**config.mk**
```make
export PLATFORM = sky130hd
export DESIGN_NAME = hazard_ctrl
export DESIGN_NICKNAME = d
export VERILOG_FILES = /design/src/rtl/hazard_ctrl_pkg.sv /design/src/rtl/hazard_ctrl_sat_counter32.sv /design/src/rtl/hazard_ctrl.sv
export SDC_FILE = /design/constraint.sdc
export NUM_CORES = 1
export LEC_CHECK = 0
export CAP_MARGIN = 25
export CELL_PAD_IN_SITES_DETAIL_PLACEMENT = 1
export CELL_PAD_IN_SITES_GLOBAL_PLACEMENT = 2
export CORE_UTILIZATION = 31
export CTS_CLUSTER_SIZE = 14
export DETAILED_ROUTE_END_ITERATION = 12
export PLACE_DENSITY_LB_ADDON = 0.1
export SYNTH_ARGS = -nofsm -noshare
export SYNTH_HDL_FRONTEND = slang
export SYNTH_SLANG_ARGS = --single-unit
```
**constraint.sdc**
```tcl
create_clock -name clk -period 6.35 [get_ports clk]
set_input_delay 0.9525 -clock clk [delete_from_list [all_inputs] [get_ports clk]]
set_output_delay 0.9525 -clock clk [all_outputs]
set_load 0.005 [all_outputs]
```
**src/rtl/hazard_ctrl_pkg.sv**
```systemverilog
// Shared CPU package for the hazard unit.
// Holds the syscall FSM state encoding, the E-stage forward-select codes,
// and a helper that resolves one E-stage operand's forward select.
package hazard_ctrl_pkg;

  typedef enum logic [1:0] {
    RUN      = 2'd0,
    DRAIN    = 2'd1,
    WAIT_ACK = 2'd2,
    RESUME   = 2'd3
  } hz_state_e;

  localparam logic [1:0] FWD_RF = 2'b00;  // register file value
  localparam logic [1:0] FWD_W  = 2'b01;  // W-stage result
  localparam logic [1:0] FWD_M  = 2'b10;  // M-stage ALU result

  // The M stage holds the younger result, so it wins over W.
  function automatic logic [1:0] fwd_sel_e(input logic [4:0] rs,
                                           input logic       rwm,
                                           input logic [4:0] wm,
                                           input logic       rww,
                                           input logic [4:0] ww);
    if (rwm && (wm != 5'd0) && (wm == rs))      return FWD_M;
    else if (rww && (ww != 5'd0) && (ww == rs)) return FWD_W;
    return FWD_RF;
  endfunction

endpackage

```
**src/rtl/hazard_ctrl_sat_counter32.sv**
```systemverilog
// sat_counter32: 32-bit event counter that sticks at all-ones.
// Ports: clk, rst_n (async low), inc (count this cycle), count (value).
// INIT is the value loaded by reset; it stays zero in normal use.
module sat_counter32 #(
  parameter logic [31:0] INIT = 32'd0
) (
  input  logic        clk,
  input  logic        rst_n,
  input  logic        inc,
  output logic [31:0] count
);

  logic [31:0] count_q;

  always_ff @(posedge clk or negedge rst_n) begin
    if (!rst_n)                               count_q <= INIT;
    else if (inc && (count_q != 32'hFFFF_FFFF)) count_q <= count_q + 32'd1;
  end

  assign count = count_q;

endmodule

```
**src/rtl/hazard_ctrl.sv**
```systemverilog
// hazard_ctrl: pipeline hazard unit for a 5-stage CPU.
//   Inputs : D/E/M/W register specifiers and control bits, branch/jump
//            info, syscall in E and the external handler's ack.
//   Outputs: stallf/stalld/flushd/flushe, D-stage and E-stage forward
//            selects, registered syscall_req, stall/flush perf counters.
// A syscall in E drains the pipe for two cycles, raises syscall_req until
// the handler acks, then spends one RESUME cycle before running again;
// the front end is held stalled for the whole sequence.
module hazard_ctrl
  import hazard_ctrl_pkg::*;
#(
  parameter logic [31:0] CNT_INIT = 32'd0
) (
  input  logic        clk,
  input  logic        rst_n,
  input  logic [4:0]  rsd,
  input  logic [4:0]  rtd,
  input  logic [4:0]  rse,
  input  logic [4:0]  rte,
  input  logic [4:0]  writerege,
  input  logic [4:0]  writeregm,
  input  logic [4:0]  writeregw,
  input  logic        regwritee,
  input  logic        regwritem,
  input  logic        regwritew,
  input  logic        memtorege,
  input  logic        memtoregm,
  input  logic        branchd,
  input  logic        pcsrcd,
  input  logic        jumpd,
  input  logic        syscalle,
  input  logic        syscall_ack,
  output logic        stallf,
  output logic        stalld,
  output logic        flushd,
  output logic        flushe,
  output logic        forwardad,
  output logic        forwardbd,
  output logic [1:0]  forwardae,
  output logic [1:0]  forwardbe,
  output logic        syscall_req,
  output logic [31:0] stall_cnt,
  output logic [31:0] flush_cnt
);

  hz_state_e  state_q, state_d;
  logic [1:0] drain_q, drain_d;
  logic       syscall_req_q, syscall_req_d;
  logic       lwstall, brstall, stall;

  // Load in E feeding an operand of the instruction in D.
  assign lwstall = memtorege && (rte != 5'd0) && ((rte == rsd) || (rte == rtd));

  // Branch compares in D need results not yet forwardable from M.
  assign brstall = branchd &&
    ((regwritee && (writerege != 5'd0) && ((writerege == rsd) || (writerege == rtd))) ||
     (memtoregm && (writeregm != 5'd0) && ((writeregm == rsd) || (writeregm == rtd))));

  assign stall  = lwstall || brstall || (state_q != RUN);
  assign stallf = stall;
  assign stalld = stall;
  assign flushe = stall;
  assign flushd = (pcsrcd || jumpd) && !stall;

  assign forwardad = regwritem && (rsd != 5'd0) && (writeregm == rsd);
  assign forwardbd = regwritem && (rtd != 5'd0) && (writeregm == rtd);
  assign forwardae = fwd_sel_e(rse, regwritem, writeregm, regwritew, writeregw);
  assign forwardbe = fwd_sel_e(rte, regwritem, writeregm, regwritew, writeregw);

  always_comb begin
    state_d = state_q;
    drain_d = drain_q;
    unique case (state_q)
      RUN: if (syscalle) begin
        state_d = DRAIN;
        drain_d = 2'd2;
      end
      DRAIN: begin
        drain_d = (drain_q != 2'd0) ? drain_q - 2'd1 : 2'd0;
        if (drain_q <= 2'd1) state_d = WAIT_ACK;
      end
      WAIT_ACK: if (syscall_ack) state_d = RESUME;
      RESUME:   state_d = RUN;
      default:  state_d = RUN;
    endcase
    // Registered so the request is high exactly during WAIT_ACK.
    syscall_req_d = (state_d == WAIT_ACK);
  end

  always_ff @(posedge clk or negedge rst_n) begin
    if (!rst_n) begin
      state_q       <= RUN;
      drain_q       <= 2'd0;
      syscall_req_q <= 1'b0;
    end else begin
      state_q       <= state_d;
      drain_q       <= drain_d;
      syscall_req_q <= syscall_req_d;
    end
  end

  assign syscall_req = syscall_req_q;

  sat_counter32 #(.INIT(CNT_INIT)) u_stall_cnt (
    .clk   (clk),
    .rst_n (rst_n),
    .inc   (stall),
    .count (stall_cnt)
  );

  sat_counter32 #(.INIT(CNT_INIT)) u_flush_cnt (
    .clk   (clk),
    .rst_n (rst_n),
    .inc   (stall || flushd),
    .count (flush_cnt)
  );

endmodule

```
# Yosys cells after proc, flatten, opt, wreduce, memory -nomap -nowiden
# Index checks and enable logic that the tools add are counted.
# classes
add_sub_neg	3
n_lt_le_gt_ge	1
eq_ne	17
mux	17
n_reduce_logical	40
# op_table
op	n
32-bit by 1-bit adder with 32-bit output (second input constant)	2
32-bit != test (second input constant)	2
5-bit == test	10
5-bit nonzero test	6
2-bit two-way mux	11
1-bit logical AND	20
1-bit logical OR	8
2-bit case mux with 4 select lines	1
2-bit == test (second input constant)	3
2-bit nonzero test	3
1-bit two-way mux	4
2-bit case mux with 2 select lines	1
2-bit by 1-bit == test with 1-bit output (second input constant)	1
2-bit by 1-bit less-or-equal comparator with 1-bit output (second input constant)	1
2-bit zero test	1
2-bit != test (second input constant)	1
2-bit AND reduction	1
2-bit by 1-bit subtractor with 2-bit output (second input constant)	1
1-bit zero test	1
# totals
ff_bits	69
input_bits	47
out_inout_bits	75
wordCells	83

# Depth between registers and ports, before layout
# logic_depth
depth_word	11
depth_mapped	10
depth_no_buf	8

# By module
# A second synthesis with hierarchy kept.
# unflattened
cells_unflattened	427
hier_area_um2	4229.1
# modules_own_cells
module	instances	cells_per_inst	area_each_um2	seq_area_each_um2
sat_counter32	2	151	1624.1	800.8
hazard_ctrl	1	125	980.9	125.1

# Worst setup path after synthesis
# No wires, ideal clock.
# synth_path
path_kind	input to output
from	input port rte[1]
to	output port stalld
t_arrival_ns	2.639
required_ns	5.398
setup_slack_ns	2.759
cell_stages	8
n_path_buf	3
path_cell_list	clkbuf_1 -> or4_1 -> o21ai_0 -> o21ai_1 -> nor3_1 -> clkbuf_1 -> inv_1 -> buf_4
# synth_via
elab_chain_len	5
elab_cells_between_ends	8
classes_between	2 x eq/ne; 6 x reduce/logical
# synth_lines
element	line_no	text
start, declared	hazard_ctrl.sv:19	input logic [4:0] rte,
5-bit == test / 5-bit nonzero test (equally long branches)	hazard_ctrl.sv:52	assign lwstall = memtorege && (rte != 5'd0) && ((rte == rsd) || (rte == rtd));
1-bit logical OR / 1-bit logical AND (equally long branches)	hazard_ctrl.sv:52	
1-bit logical AND (*)	hazard_ctrl.sv:52	
1-bit logical OR (*) (2 in series)	hazard_ctrl.sv:59	assign stall = lwstall || brstall || (state_q != RUN);
end, declared	hazard_ctrl.sv:34	output logic stalld,
# Every way passes the cells marked *; elsewhere a longest branch is shown, timed or not.

# Worst setup path in the final report
# layout_path
from	input port rte[1]
to	output port flushd
# layout_via
elab_chain_len	7
elab_cells_between_ends	10
classes_between	2 x eq/ne; 8 x reduce/logical
# layout_lines
element	line_no	text
5-bit == test / 5-bit nonzero test (equally long branches)	hazard_ctrl.sv:52	
1-bit logical OR / 1-bit logical AND (equally long branches)	hazard_ctrl.sv:52	
1-bit logical AND (*)	hazard_ctrl.sv:52	
1-bit logical OR (*) (2 in series)	hazard_ctrl.sv:59	
1-bit zero test (*)	hazard_ctrl.sv:63	assign flushd = (pcsrcd || jumpd) && !stall;
1-bit logical AND (*)	hazard_ctrl.sv:63	
end, declared	hazard_ctrl.sv:35	output logic flushd,
# Marked as above.

==> reports/metrics.sh <==
STATUS='finished clean'
POSTROUTEWIRELENGTH_UM=11720
PERIOD_NEEDED_PS=4627
CTS_ROOT_BUF='clkbuf_16'
POSTSYNTHNETCOUNT=479
DRT-PASS1-ITER-COUNT=4
WORST_REG2REG_PATH_STARTPOINT='u_flush_cnt.count[4]'
FLOW.AREA_GROWTH_FROM_SYNTHESIS_PCT=39.61
DRT-INITIAL-DRC-COUNT=134
POSTSYNTHAREAPERCELL_SQ_UM=9.550
ROUTE.DETAILED.DRC=0
R2R_END='u_flush_cnt.count[1]'
NETLIST_AREA_SQ_MM=0.004106
POWER.SWITCHING_FRACTION=0.3556
DP_WORST_SETUP_SLACK_PS=1700
FINAL_NET_COUNT=593
VIAS_PER_CELL=4.987
WIRE_LENGTH_OF_THE_FIRST_GLOBAL_ROUTING_PASS_UM=19160
GLOBAL_ROUTE.USAGE.TOTAL=0.1837
VIA_COUNT=3586
FMAX_MHz=216.1
PLACEMENT_CELL_AREA_SQ_MM=0.005485
DP_HPWL_UM=8806
CTS_BUFFERS=9
CRITICAL_PATH_PEAK_FANOUT=30
FINALHOLDVIOLATIONS=0
POWER.SHARE.COMBINATIONAL=0.395
SEQ_POWER_SHARE=0.380
CHIPHEIGHT_UM=117.1
TIMING.CRITICAL_PATH.TO_TYPE='output pin'
FINAL_CORE_UTILIZATION=0.4488
INSERTEDDIODECOUNT=0
WL_MET1_UM=5471
SWITCHING_POWER_W=0.0006981
FIRST_GLOBAL_VIAS=3674
MAXIMUM_NUMBER_OF_PINS_ON_ONE_NET_BEFORE_GLOBAL_ROUTE_REPAIR=70
WORST_HOLD_PATH.ENDPOINT='u_flush_cnt.count[9]'
HP-START='u_flush_cnt.count[9]'
WORST_SETUP_PATH_START_KIND='input pin'
SYNTH_TOP_CELL_AREA_SHARE=0.4205
DIE_X_UM=117.1
YS_TOP_CELLS_BY_AREA='dfrtp_1 (42%), xor2_1 (19%), nor3_1 (4.5%)'
POST_LAYOUT_INST_AREA_SQ_MM=0.005733
WORST_SETUP_HOLD_PATH_CLK_SLEW_PS=50
DATA_ARRIVAL_AT_THE_ENDPOINT_OF_THE_CRITICAL_PATH_PS=3670
CTS_TREE='built'
MAXCAPVIOLCOUNT=0
GRT_REMAINING_OVERFLOW=0
FINALCLOCKSKEW_PS=5.979
CLOCK_POWER_SHARE=0.225
NUMBER_OF_ANTENNA_VIOLATIONS_AT_THE_FIRST_CHECK_IN_GLOBAL_ROUTING=0
PATH_CELLS='clkdlybuf4s50_1 > or4_1 > o21ai_0 > o21ai_1 > nor3_2 > buf_4 > inv_1 > nor2_1 > clkdlybuf4s50_1'
CTS_BUFFER_DEPTH=2
WORST_SETUP_SLACK_AFTER_LAYOUT_PS=1723
FINAL-SETUP-VIOL-COUNT=0
YOSYSTOPAREACELL='dfrtp_1'
ANT_NETS=0
ROUTE.TOP_LAYER_USED='met4'
FINALCRITPERIODSHARE=0.7286
TIMING.REG2REG.WORST_PATH_DEPTH=8
POST_CTS_RESIZED=0
DETAILROUTE.WIRELENGTH.MET3_UM=555
WORST_SKEW_PAIR.LATE_LATENCY_PS=340
CTS_MAX_LEVEL=3
MIN-DELAY-PATH-CLASS='reg2reg'
CTS_SINKS=69
NUMBER_OF_PRIMARY_I_O_PINS=122
TIMING.CRITICAL_PATH.REQUIRED_PS=5400
YS_TYPES=41
FF2FF_SETUP_SLACK_PS=3560
CRITICAL-PATH-MAX-STAGE-DELAY_PS=560
PEAKVDDDROP_uV=118.8
ROUTED_WIRE_LENGTH_PER_INSTANCE_UM=16.30
P_INT_W=0.001265
YS_FF_LATCH=69
POWER_LEAKAGE_nW=2.112
POSTSYNTHCELLCOUNT=430
CRITICAL-PATH-TOP-CELL-BY-COUNT='clkdlybuf4s50_1'
MIN_PATH_CELLS=1
NUMBER_OF_I_O_PORT_BUFFERS=121
YOSYSSEQAREASHARE=0.4205
FINAL_SLEW_VIOLATIONS=0
CRIT_TYPE='in2out'
NUM_ROWS=41
FINAL-INSTANCE-COUNT-EXCL-FILL=719
GLOBALPLACE.CONGESTION=0.7893
CTS_HOLD_REPAIR_BUFFERS=0
START_UTIL=0.3215
SYNTH_WARNINGS=0
RSZ0062_AT_GRT='no'
PLACED_CELLS=705
FINAL_LAYOUT_SIZE_SUFFIX_GT1_FRAC=0.06947
DETAILROUTE.WIRELENGTH.MET2_UM=5554
TIMING.CRITICAL_PATH.SLOWEST_STAGE_CELL='or4_1'
WORST_PIN_SLEW_PS=901.3
POWER.DENSITY_CELL_AREA_mW_PER_MM2=342.4
COREAREA_SQ_MM=0.01277
FIN_TNS_SETUP_PS=0
DIE_AREA_SQ_MM=0.01371
POST_CTS_SETUP_REPAIR_BUFFER_COUNT=0
MAX_SLEW_MARGIN=0.3991
-- worst max-delay path: cells and delay by family --
| family | cells | cell delay, ps |
|---|---|---|
| buf+inv | 4 | 1540 |
| compound gates | 2 | 370 |
| simple gates | 3 | 810 |
-- cell type report --
type / instances / area [sq um]
clock inverters: 3 / 15.01
multi-input cells: 332 / 2270
repair buffers: 127 / 1255
fillers: 1434 / 7041
inverters: 5 / 18.77
clock buffers: 11 / 232.7
well taps: 172 / 215.2
flip-flops and latches: 69 / 1727
-- layout by cell type (no fill, tap or decap), types with 2 or more instances in the layout --
master,count
a21oi_1,3
and3_1,6
and4_1,4
buf_4,5
clkbuf_1,2
clkbuf_16,9
clkdlybuf4s50_1,120
clkinv_2,3
dfrtp_1,69
ha_1,2
inv_1,5
mux2_2,5
nand2_1,27
nand3_1,33
nand4_1,9
nor2_1,23
nor2b_1,4
nor3_1,36
nor3b_1,2
nor4_1,26
nor4b_1,2
o21ai_0,9
or2_2,3
or3_1,3
or3_4,2
or4_1,9
xnor2_1,18
xor2_1,91
-- stage by stage --
stage / hold WS [ps] / power [W]
floorplan: 445.5 / 0.001110
global route: 508.7 / 0.002108
CTS: 497.0 / 0.001997
global placement: 468.8 / 0.001519
finish: 490.3 / 0.001963
detailed placement: 486.8 / 0.001542
-- power groups by stage --
stage	registers, W	clock network, W	logic [W]
after floorplan	0.000727	0	0.000383
after global placement	0.000753	0	0.000765
after CTS	0.000750	0.000458	0.000788
after global routing	0.000773	0.000473	0.000862
final	0.000746	0.000442	0.000775
after detailed placement	0.000756	0	0.000785
-- cell usage after synthesis --
library cell / count
o211ai_1: 1
and3_1: 6
buf_4: 2
nor4_1: 26
mux2_2: 5
clkbuf_1: 15
or2_4: 1
nor2_1: 23
nand2_1: 27
nor3b_1: 2
ha_1: 2
or4_4: 1
dfrtp_1: 69
nor4_2: 1
xnor2_1: 18
and2_1: 1
nand4_1: 9
and4_4: 1
nand3_1: 33
nand3b_1: 1
or3_4: 2
and4_1: 4
inv_1: 5
nand4_4: 1
buf_2: 6
xnor2_2: 1
buf_1: 1
o21ai_1: 1
a21oi_1: 3
a22oi_1: 1
or3_1: 3
nor4b_1: 2
or2_2: 3
nor3_1: 37
or4_2: 1
or4_1: 9
o21ai_0: 9
nor4b_2: 1
nor2b_1: 4
nand2b_1: 1
xor2_1: 91
-- metal layers --
metal  GRT usage  up-vias
li1            -     1734
met1      0.2445     1756
met2      0.2935       87
met3     0.04377        9
met4     0.06076        0
met5           0        -
-- logic make-up after synthesis --
| kind of cell | share of synthesized area |
|---|---|
| adder cells (fa/ha/maj) | 0.006093 |
| AO/OA/AOI/OAI | 0.01950 |
| XOR/XNOR | 0.2364 |
| buffers and inverters | 0.03016 |
| flip-flops | 0.4205 |
| AND/OR/NAND/NOR | 0.2736 |
| multiplexers | 0.01371 |
-- registers in the layout, indices dropped and copies added, names as in the netlist --
signal and cells:
drain_q 2, state_q 2, u_stall_cnt.count 32, syscall_req 1, u_flush_cnt.count 32
-- worst max path at each step --
stage | start | end | slack (ps)
global placement | rte[1] | flushd | 1790
finish | rte[1] | flushd | 1720
detailed placement | rte[1] | flushd | 1700
floorplan | rte[1] | stalld | 2760
CTS | rte[1] | flushd | 1700
global route | rte[1] | flushd | 1530
(Power assumes the default switching activity.)
